===== src/rtl/vga_timing_gen.sv =====
// Raster timing generator: pixel coordinates, visible flag, line/frame start pulses and syncs.
// Every output is registered from next-state values, so all of them stay aligned through any fixed delay.
module vga_timing_gen #(
    parameter int H_VISIBLE   = 640,
    parameter int H_FRONT     = 16,
    parameter int H_SYNC      = 96,
    parameter int H_BACK      = 48,
    parameter int V_VISIBLE   = 480,
    parameter int V_FRONT     = 10,
    parameter int V_SYNC      = 2,
    parameter int V_BACK      = 33,
    parameter bit H_SYNC_POL  = 1'b0,
    parameter bit V_SYNC_POL  = 1'b0,
    parameter int COORD_WIDTH = 10
) (
    input  logic                   clk,
    input  logic                   reset,
    input  logic                   inc,
    output logic [COORD_WIDTH-1:0] x,
    output logic [COORD_WIDTH-1:0] y,
    output logic                   visible,
    output logic                   line_start,
    output logic                   frame_start,
    output logic                   hsync,
    output logic                   vsync
);
    localparam int H_TOTAL = H_VISIBLE + H_FRONT + H_SYNC + H_BACK;
    localparam int V_TOTAL = V_VISIBLE + V_FRONT + V_SYNC + V_BACK;

    if (H_TOTAL - 1 >= 2 ** COORD_WIDTH) begin : g_h_width_check
        $error("COORD_WIDTH too small for H_TOTAL-1");
    end
    if (V_TOTAL - 1 >= 2 ** COORD_WIDTH) begin : g_v_width_check
        $error("COORD_WIDTH too small for V_TOTAL-1");
    end

    localparam logic [COORD_WIDTH-1:0] H_LAST = COORD_WIDTH'(H_TOTAL - 1);
    localparam logic [COORD_WIDTH-1:0] V_LAST = COORD_WIDTH'(V_TOTAL - 1);

    // Start coordinate of each region; a zero-length region shares its start with the next one.
    localparam logic [31:0] H_FP_AT   = 32'(H_VISIBLE);
    localparam logic [31:0] H_SYNC_AT = 32'(H_VISIBLE + H_FRONT);
    localparam logic [31:0] H_BP_AT   = 32'(H_VISIBLE + H_FRONT + H_SYNC);
    localparam logic [31:0] V_FP_AT   = 32'(V_VISIBLE);
    localparam logic [31:0] V_SYNC_AT = 32'(V_VISIBLE + V_FRONT);
    localparam logic [31:0] V_BP_AT   = 32'(V_VISIBLE + V_FRONT + V_SYNC);

    typedef enum logic [1:0] {ST_H_VIS, ST_H_FP, ST_H_SYNC, ST_H_BP} h_state_t;
    typedef enum logic [1:0] {ST_V_VIS, ST_V_FP, ST_V_SYNC, ST_V_BP} v_state_t;

    h_state_t               h_state, h_next;
    v_state_t               v_state, v_next;
    logic                   started;
    logic [COORD_WIDTH-1:0] x_next, y_next;
    logic                   visible_next, hsync_next, vsync_next;
    logic                   line_start_next, frame_start_next;

    function automatic h_state_t h_decode(input logic [COORD_WIDTH-1:0] c);
        logic [31:0] w;
        w = 32'(c);
        if (w < H_FP_AT)        return ST_H_VIS;
        else if (w < H_SYNC_AT) return ST_H_FP;
        else if (w < H_BP_AT)   return ST_H_SYNC;
        else                    return ST_H_BP;
    endfunction

    function automatic v_state_t v_decode(input logic [COORD_WIDTH-1:0] c);
        logic [31:0] w;
        w = 32'(c);
        if (w < V_FP_AT)        return ST_V_VIS;
        else if (w < V_SYNC_AT) return ST_V_FP;
        else if (w < V_BP_AT)   return ST_V_SYNC;
        else                    return ST_V_BP;
    endfunction

    always_ff @(posedge clk or posedge reset) begin
        if (reset) begin
            started     <= 1'b0;
            x           <= '0;
            y           <= '0;
            h_state     <= ST_H_VIS;
            v_state     <= ST_V_VIS;
            visible     <= 1'b0;
            line_start  <= 1'b0;
            frame_start <= 1'b0;
            hsync       <= ~H_SYNC_POL;
            vsync       <= ~V_SYNC_POL;
        end else begin
            if (inc) begin
                started <= 1'b1;
            end
            x           <= x_next;
            y           <= y_next;
            h_state     <= h_next;
            v_state     <= v_next;
            visible     <= visible_next;
            line_start  <= line_start_next;
            frame_start <= frame_start_next;
            hsync       <= hsync_next;
            vsync       <= vsync_next;
        end
    end

    // The first inc after reset only arms the raster and lands on (0,0).
    always_comb begin
        x_next = x;
        y_next = y;
        h_next = h_state;
        v_next = v_state;
        if (inc) begin
            if (!started) begin
                x_next = '0;
                y_next = '0;
            end else if (x == H_LAST) begin
                x_next = '0;
                y_next = (y == V_LAST) ? '0 : y + 1'b1;
            end else begin
                x_next = x + 1'b1;
            end
            h_next = h_decode(x_next);
            v_next = v_decode(y_next);
        end
    end

    always_comb begin
        visible_next     = visible;
        hsync_next       = hsync;
        vsync_next       = vsync;
        line_start_next  = 1'b0;
        frame_start_next = 1'b0;
        if (inc) begin
            visible_next     = (h_next == ST_H_VIS) && (v_next == ST_V_VIS);
            hsync_next       = (h_next == ST_H_SYNC) ? H_SYNC_POL : ~H_SYNC_POL;
            vsync_next       = (v_next == ST_V_SYNC) ? V_SYNC_POL : ~V_SYNC_POL;
            line_start_next  = (x_next == '0);
            frame_start_next = (x_next == '0) && (y_next == '0);
        end
    end
endmodule


===== config.mk =====
export PLATFORM = sky130hd
export DESIGN_NAME = vga_timing_gen
export DESIGN_NICKNAME = d
export VERILOG_FILES = /design/src/rtl/vga_timing_gen.sv
export SDC_FILE = /design/constraint.sdc
export NUM_CORES = 1
export LEC_CHECK = 0
export ABC_AREA = 1
export ABC_CLOCK_PERIOD_IN_PS = 4250
export CAP_MARGIN = 15
export CORE_MARGIN = 4
export CORE_UTILIZATION = 35
export DETAILED_ROUTE_END_ITERATION = 8
export SKIP_LAST_GASP = 1
export SYNTH_ARGS = -nofsm -noshare
export SYNTH_HDL_FRONTEND = slang
export SYNTH_SLANG_ARGS = --single-unit

===== constraint.sdc =====
create_clock -name clk -period 4.25 [get_ports clk]
set_clock_uncertainty 0.1 [all_clocks]
set_input_delay 1.0625 -clock clk [delete_from_list [all_inputs] [get_ports clk]]
set_output_delay 1.0625 -clock clk [all_outputs]
set_load 0.02 [all_outputs]

Word-level counts from Yosys, hierarchy flattened
Cells that the tools add are included.

operators by class
  bitwise gates (word level) = 0
  multipliers = 0
  reduce and logical (&&, ||, !) cells = 6
  mux-type cells = 21
  divide/modulo/power cells = 0
  shift operators = 0
  $add $sub $neg = 2
  magnitude comparators = 6
  equal/unequal tests = 4

operator list
  kind                   number
  $mux 10                9
  $lt 10x10->1 const B   3
  $lt 10x9->1 const B    3
  $add 10x1->10 const B  2
  $eq 10x10->1 const B   2
  $logic_not 10->1       2
  $mux 2                 6
  $mux 1                 6
  $eq 2x2->1 const B     2
  $logic_not 2->1        2
  $logic_and 1x1->1      2

storage, ports and cells
  output and inout bits = 25
  memory bits (writable) = 0
  ROM bits = 0
  memories kept = 0
  bits in latches = 0
  logic and storage cells = 49
  register bits after elaboration = 30

Depth between registers and ports, before layout
  depth in word-level cells = 12
  depth in mapped cells = 16
  mapped depth without buffers = 16

Worst setup path before layout
Ideal clock, no wire load.

  kind = input to register
  from = input port inc
  to = register frame_start
  setup slack = 1.956 ns
  library setup time = 0.071 ns
  arrival time = 2.122 ns
  stages = 7
  path through = inv_1 > buf_2 > clkbuf_1 > o21ai_1 > nor4_1 > nand2_1 > nor2_1

between the ends
  cells in the longest elaborated chain, start to end = 4
  elaborated cells between the ends (all ways) = 6
  classes of those cells = mux: 3; reduce/logical: 3

RTL lines
  element               RTL line  text
  start, declared       18        input logic inc,
  $mux 10               110       if (inc) begin
  net y_next[6]         54        logic [COORD_WIDTH-1:0] x_next, y_next;
  $logic_not 10->1      136       frame_start_next = (x_next == '0) && (y_next == '0);
  $logic_and 1x1->1     136
  $mux 1                131       if (inc) begin
  net frame_start_next  56        logic line_start_next, frame_start_next;
  end signal, assigned  98        frame_start <= frame_start_next;
  end, declared         23        output logic frame_start,

The timed path passes the listed nets, and every way through them passes these cells.
A chain may end at the register's enable or synchronous reset.

Final worst setup path
  from = input port inc
  to = register frame_start

between the ends
  cells in the longest elaborated chain, start to end = 4
  elaborated cells between the ends (all ways) = 6
  classes of those cells = mux: 3; reduce/logical: 3

RTL lines
  element               RTL line
  $mux 10               110
  $logic_not 10->1      136
  $logic_and 1x1->1     136
  $mux 1 (*)            131
  net frame_start_next  56

The timed path passes the listed nets; every way through them passes the cells marked *.

==> impl.org <==
** Flow run
- Count of max-cap constraint violations :: 0

** Detailed routing
- Antenna Nets Post-Route :: 0
- Detailed Route WL :: about 5100 µm
- The first routing iteration left between 150 and 200 violations.
- Dividing the detail-routed via count by the number of cells gives roughly 5.0.
- After detailed routing, the number of remaining DRC violations is 0.
- Average wire per standard cell :: ~13 µm
- Before antenna repair, the detailed router went through 4 iterations.
- Routed via count :: 1867

** Clocking
- Number of clock sinks :: 28
- The clock reaches the later pin of the worst-skew pair after approximately 0.28 ns.
- Clk pin slew, worst setup/hold paths :: about 0.1 ns
- Number of post-CTS setup repair buffers :: 0
- Buffers from clock root to sink, at most :: 2
- Cts bufs inserted :: 3
- Clock root buffer :: sky130_fd_sc_hd__clkbuf_8
- Resize count post-CTS :: 0
- TritonCTS clock tree :: done
- Number of buffers inserted by hold repair at cts :: 0
- # H-tree levels :: 1

** Critical path
- Maximum net fanout on the critical path :: 20
- The signal on the critical path passes through clkdlybuf4s50_1, inv_1, nor2_1, xor2_1, o21bai_2, nand2_1, nor3_1, nand2_1, nor2_2, nand2_1, nor2_1.
- The critical path in this run is classified as input pin to flop.
- The worst setup path is captured at a flop.
- The slowest stage of the critical path is the sky130_fd_sc_hd__inv_1 cell.
- Worst Setup Start Kind :: input pin
- For the worst setup path, the data arrival time is roughly 3 ns.
- For this run, the slowest stage of the critical path takes about 0.50 ns.
- Dominant cell type by count on the critical path :: sky130_fd_sc_hd__nand2_1
- Data on the critical path is required at its endpoint by around 4.4 ns.

** Synth
- Post-synthesis async set-or-reset flop share :: 100%
- Synthesized area divided by synthesized cell count :: around 7.2 µm²
- The cell area that synthesis handed to floorplanning was about 0.0020 mm².
- The Yosys step of the flow raised 0 warnings.
- The share of the Yosys chip area taken by registers is about a third.
- The synthesized design spends more area on one cell type than any other, namely sky130_fd_sc_hd__dfrtp_1.
- Post-synthesis cell type count :: 40
- Among all flip-flop cells after synthesis, the most frequent one is sky130_fd_sc_hd__dfrtp_1.
- Gate Count Post-Synth :: 280
- The synthesized design contains 0 enable-type register cells.
- In the post-synthesis netlist, the biggest area contributors are sky130_fd_sc_hd__dfrtp_1 (32%), sky130_fd_sc_hd__nand2_1 (15%), sky130_fd_sc_hd__inv_1 (6.5%), sky130_fd_sc_hd__nand3_1 (5.7%), sky130_fd_sc_hd__nor2_1 (3.7%).
- Share of the synthesized area in the top cell type :: about a third
- Synth Register Bits :: 28
- Number of nets produced by synthesis :: between 200 and 300

** Timing
- Final min period :: between 2 and 3 ns
- Headroom to the max-slew limit came out at 55.3%.
- For this run, the top clock speed supported by timing is between 0.3 and 0.4 GHz.
- The final hold violation count came to 0.
- At the pin with the least slew margin, the transition time is between 0.6 and 0.7 ns.
- Across all hold checks on the routed design, the worst slack comes to about 0.39 ns.
- Dividing the final minimum period by the clock period gives 67.2%.
- Count of final max-slew check failures :: 0
- Setup repair after global routing left no endpoint under its margin.
- Adding up every negative setup slack in the final design gives 0 ns.
- Number of endpoints failing setup at the final stage :: 0

** Pwr
- Total power of the final layout :: approximately 1100 µW
- For this design the ratio of total power to cell area is around 440 mW/mm².
- VDD sags by at most between 0.15 and 0.2 mV.
- P_leak :: 0.00119 µW

** Placement
- Placer Congestion :: 0.854
- HPWL after detailed placement :: ~3900 µm
- Summing all placed instances gives a cell area of roughly 0.0023 mm².
- Buffers placed on the I/O ports in this run total 27.

** Finish
- Cells fill 43.8% of the core in the end.
- The number of antenna diodes in the final layout is 0.
- Nets :: approximately 310
- Most common library cell in the layout ignoring fill and taps :: sky130_fd_sc_hd__nand2_1
- Area growth, synth to finish :: 20.9%
- Post-route cell area :: 0.00243 mm²
- The top cell types in the final layout, fill and taps aside, are sky130_fd_sc_hd__nand2_1 (81), sky130_fd_sc_hd__inv_1 (35), sky130_fd_sc_hd__clkdlybuf4s50_1 (27), sky130_fd_sc_hd__dfrtp_1 (26), sky130_fd_sc_hd__nand3_1 (23).
- Ratio of cells with drive above 1 in the final layout :: between 10% and 20%

** Global route
- The initial antenna violation count is 0.
- Via count of the first global-routing pass :: about 1700
- The first global-routing pass estimated roughly 8500 µm of wire.
- Global routing finished with a remaining overflow of 0.
- Entering global routing, the biggest net connects 29 pins.
- Global Route Usage Sum :: between 10 and 15%

** Die
- For this configuration, the core starts out at a cell density of 36.2%.
- Horizontal extent of the die :: roughly 84 µm
- Floorplan die area :: about 0.0070 mm²
- Placement Rows :: 27
- Pin placement for this block handled 28 I/O pins.
- Die extent in y :: ~84 µm
- In this run the standard cell core region covers 0.00554 mm².

** Run status
- The flow ran to the end, and the final reports show no timing, DRC or antenna violations.

** Worst hold path
- Class of the most critical hold timing path :: flop to flop
-- flip-flops by register name (all words and copies together), names as in the netlist --
register and cells:
started 1, line_start 1, visible 1, y 10, frame_start 1, x 10, hsync 1, vsync 1
v_state 2
-- cells in the mapped netlist (3+ instances only) --
| library cell | number |
|---|---|
| sky130_fd_sc_hd__clkbuf_1 | 3 |
| sky130_fd_sc_hd__dfrtp_1 | 26 |
| sky130_fd_sc_hd__ha_1 | 3 |
| sky130_fd_sc_hd__inv_1 | 35 |
| sky130_fd_sc_hd__inv_2 | 6 |
| sky130_fd_sc_hd__nand2_1 | 81 |
| sky130_fd_sc_hd__nand2_2 | 6 |
| sky130_fd_sc_hd__nand3_1 | 23 |
| sky130_fd_sc_hd__nand4_1 | 6 |
| sky130_fd_sc_hd__nor2_1 | 20 |
| sky130_fd_sc_hd__nor2_2 | 6 |
| sky130_fd_sc_hd__nor2_4 | 4 |
| sky130_fd_sc_hd__nor3_1 | 6 |
| sky130_fd_sc_hd__o21ai_0 | 10 |
| sky130_fd_sc_hd__o21ai_1 | 7 |
| sky130_fd_sc_hd__xor2_1 | 7 |
-- critical path: cells and delay by family --
family,cells,cell delay (ns)
compound gates,1,0.14
simple gates,7,0.67
buf+inv,2,0.92
xor+xnor,1,0.16
-- cells by family (layout without fill, tap and decap cells) --
family / after synthesis / count (layout) / share of synthesized area (%)
AND/OR/NAND/NOR: 161 / 161 / 39.7
buffers and inverters: 50 / 75 / 10.3
AO/OA/AOI/OAI: 31 / 31 / 10.0
flip-flops: 28 / 28 / 35.0
XOR/XNOR: 7 / 7 / 3.05
adder cells (fa/ha/maj): 3 / 3 / 1.87
-- final timing paths --
| kind | end | cells past startpoint | slack, ns | start |
|---|---|---|---|---|
| worst max-delay path | frame_start | 11 | 1.39 | inc |
| worst max register to register | visible | 15 | 1.97 | x[0] |
| min in group asynchronous | x[3] | 2 | 0.91 | reset |
| max in group asynchronous | vsync | 3 | 2.64 | reset |
| worst min register to register | v_state[1] | 2 | 0.39 | v_state[1] |
| worst min-delay path | v_state[1] | 2 | 0.39 | v_state[1] |
-- stage by stage --
step / setup slack [ns] / instances
CTS: 1.40 / 376
global route: 1.22 / 377
global placement: 1.19 / 372
finish: 1.39 / 377
floorplan: 1.96 / 280
detailed placement: 1.10 / 372
-- layer usage --
layer,part of all wire [%],global-route usage (%),vias to the layer above
met2,45,21.5,52
met1,48,21.7,874
met5,0,0,-
met3,6.0,1.78,4
met4,1.0,3.65,0
li1,-,-,937
-- layout make-up --
type / instances / area, µm²
flip-flops and latches: 28 / 703
inverters: 42 / 160
clock inverters: 1 / 30.0
well taps: 72 / 90.1
multi-input cells: 202 / 1100
clock buffers: 3 / 41.3
repair buffers: 29 / 305
fillers: 592 / 3110
-- where the power goes --
part | switching (µW) | total, µW | internal [µW] | leakage, µW
clock network | 84.4 | 211 | 126 | 0.0000357
registers | 77.8 | 395 | 318 | 0.000333
logic | 286 | 473 | 187 | 0.000821
total | 448 | 1080 | 630 | 0.00119
(Power assumes the default switching activity.)
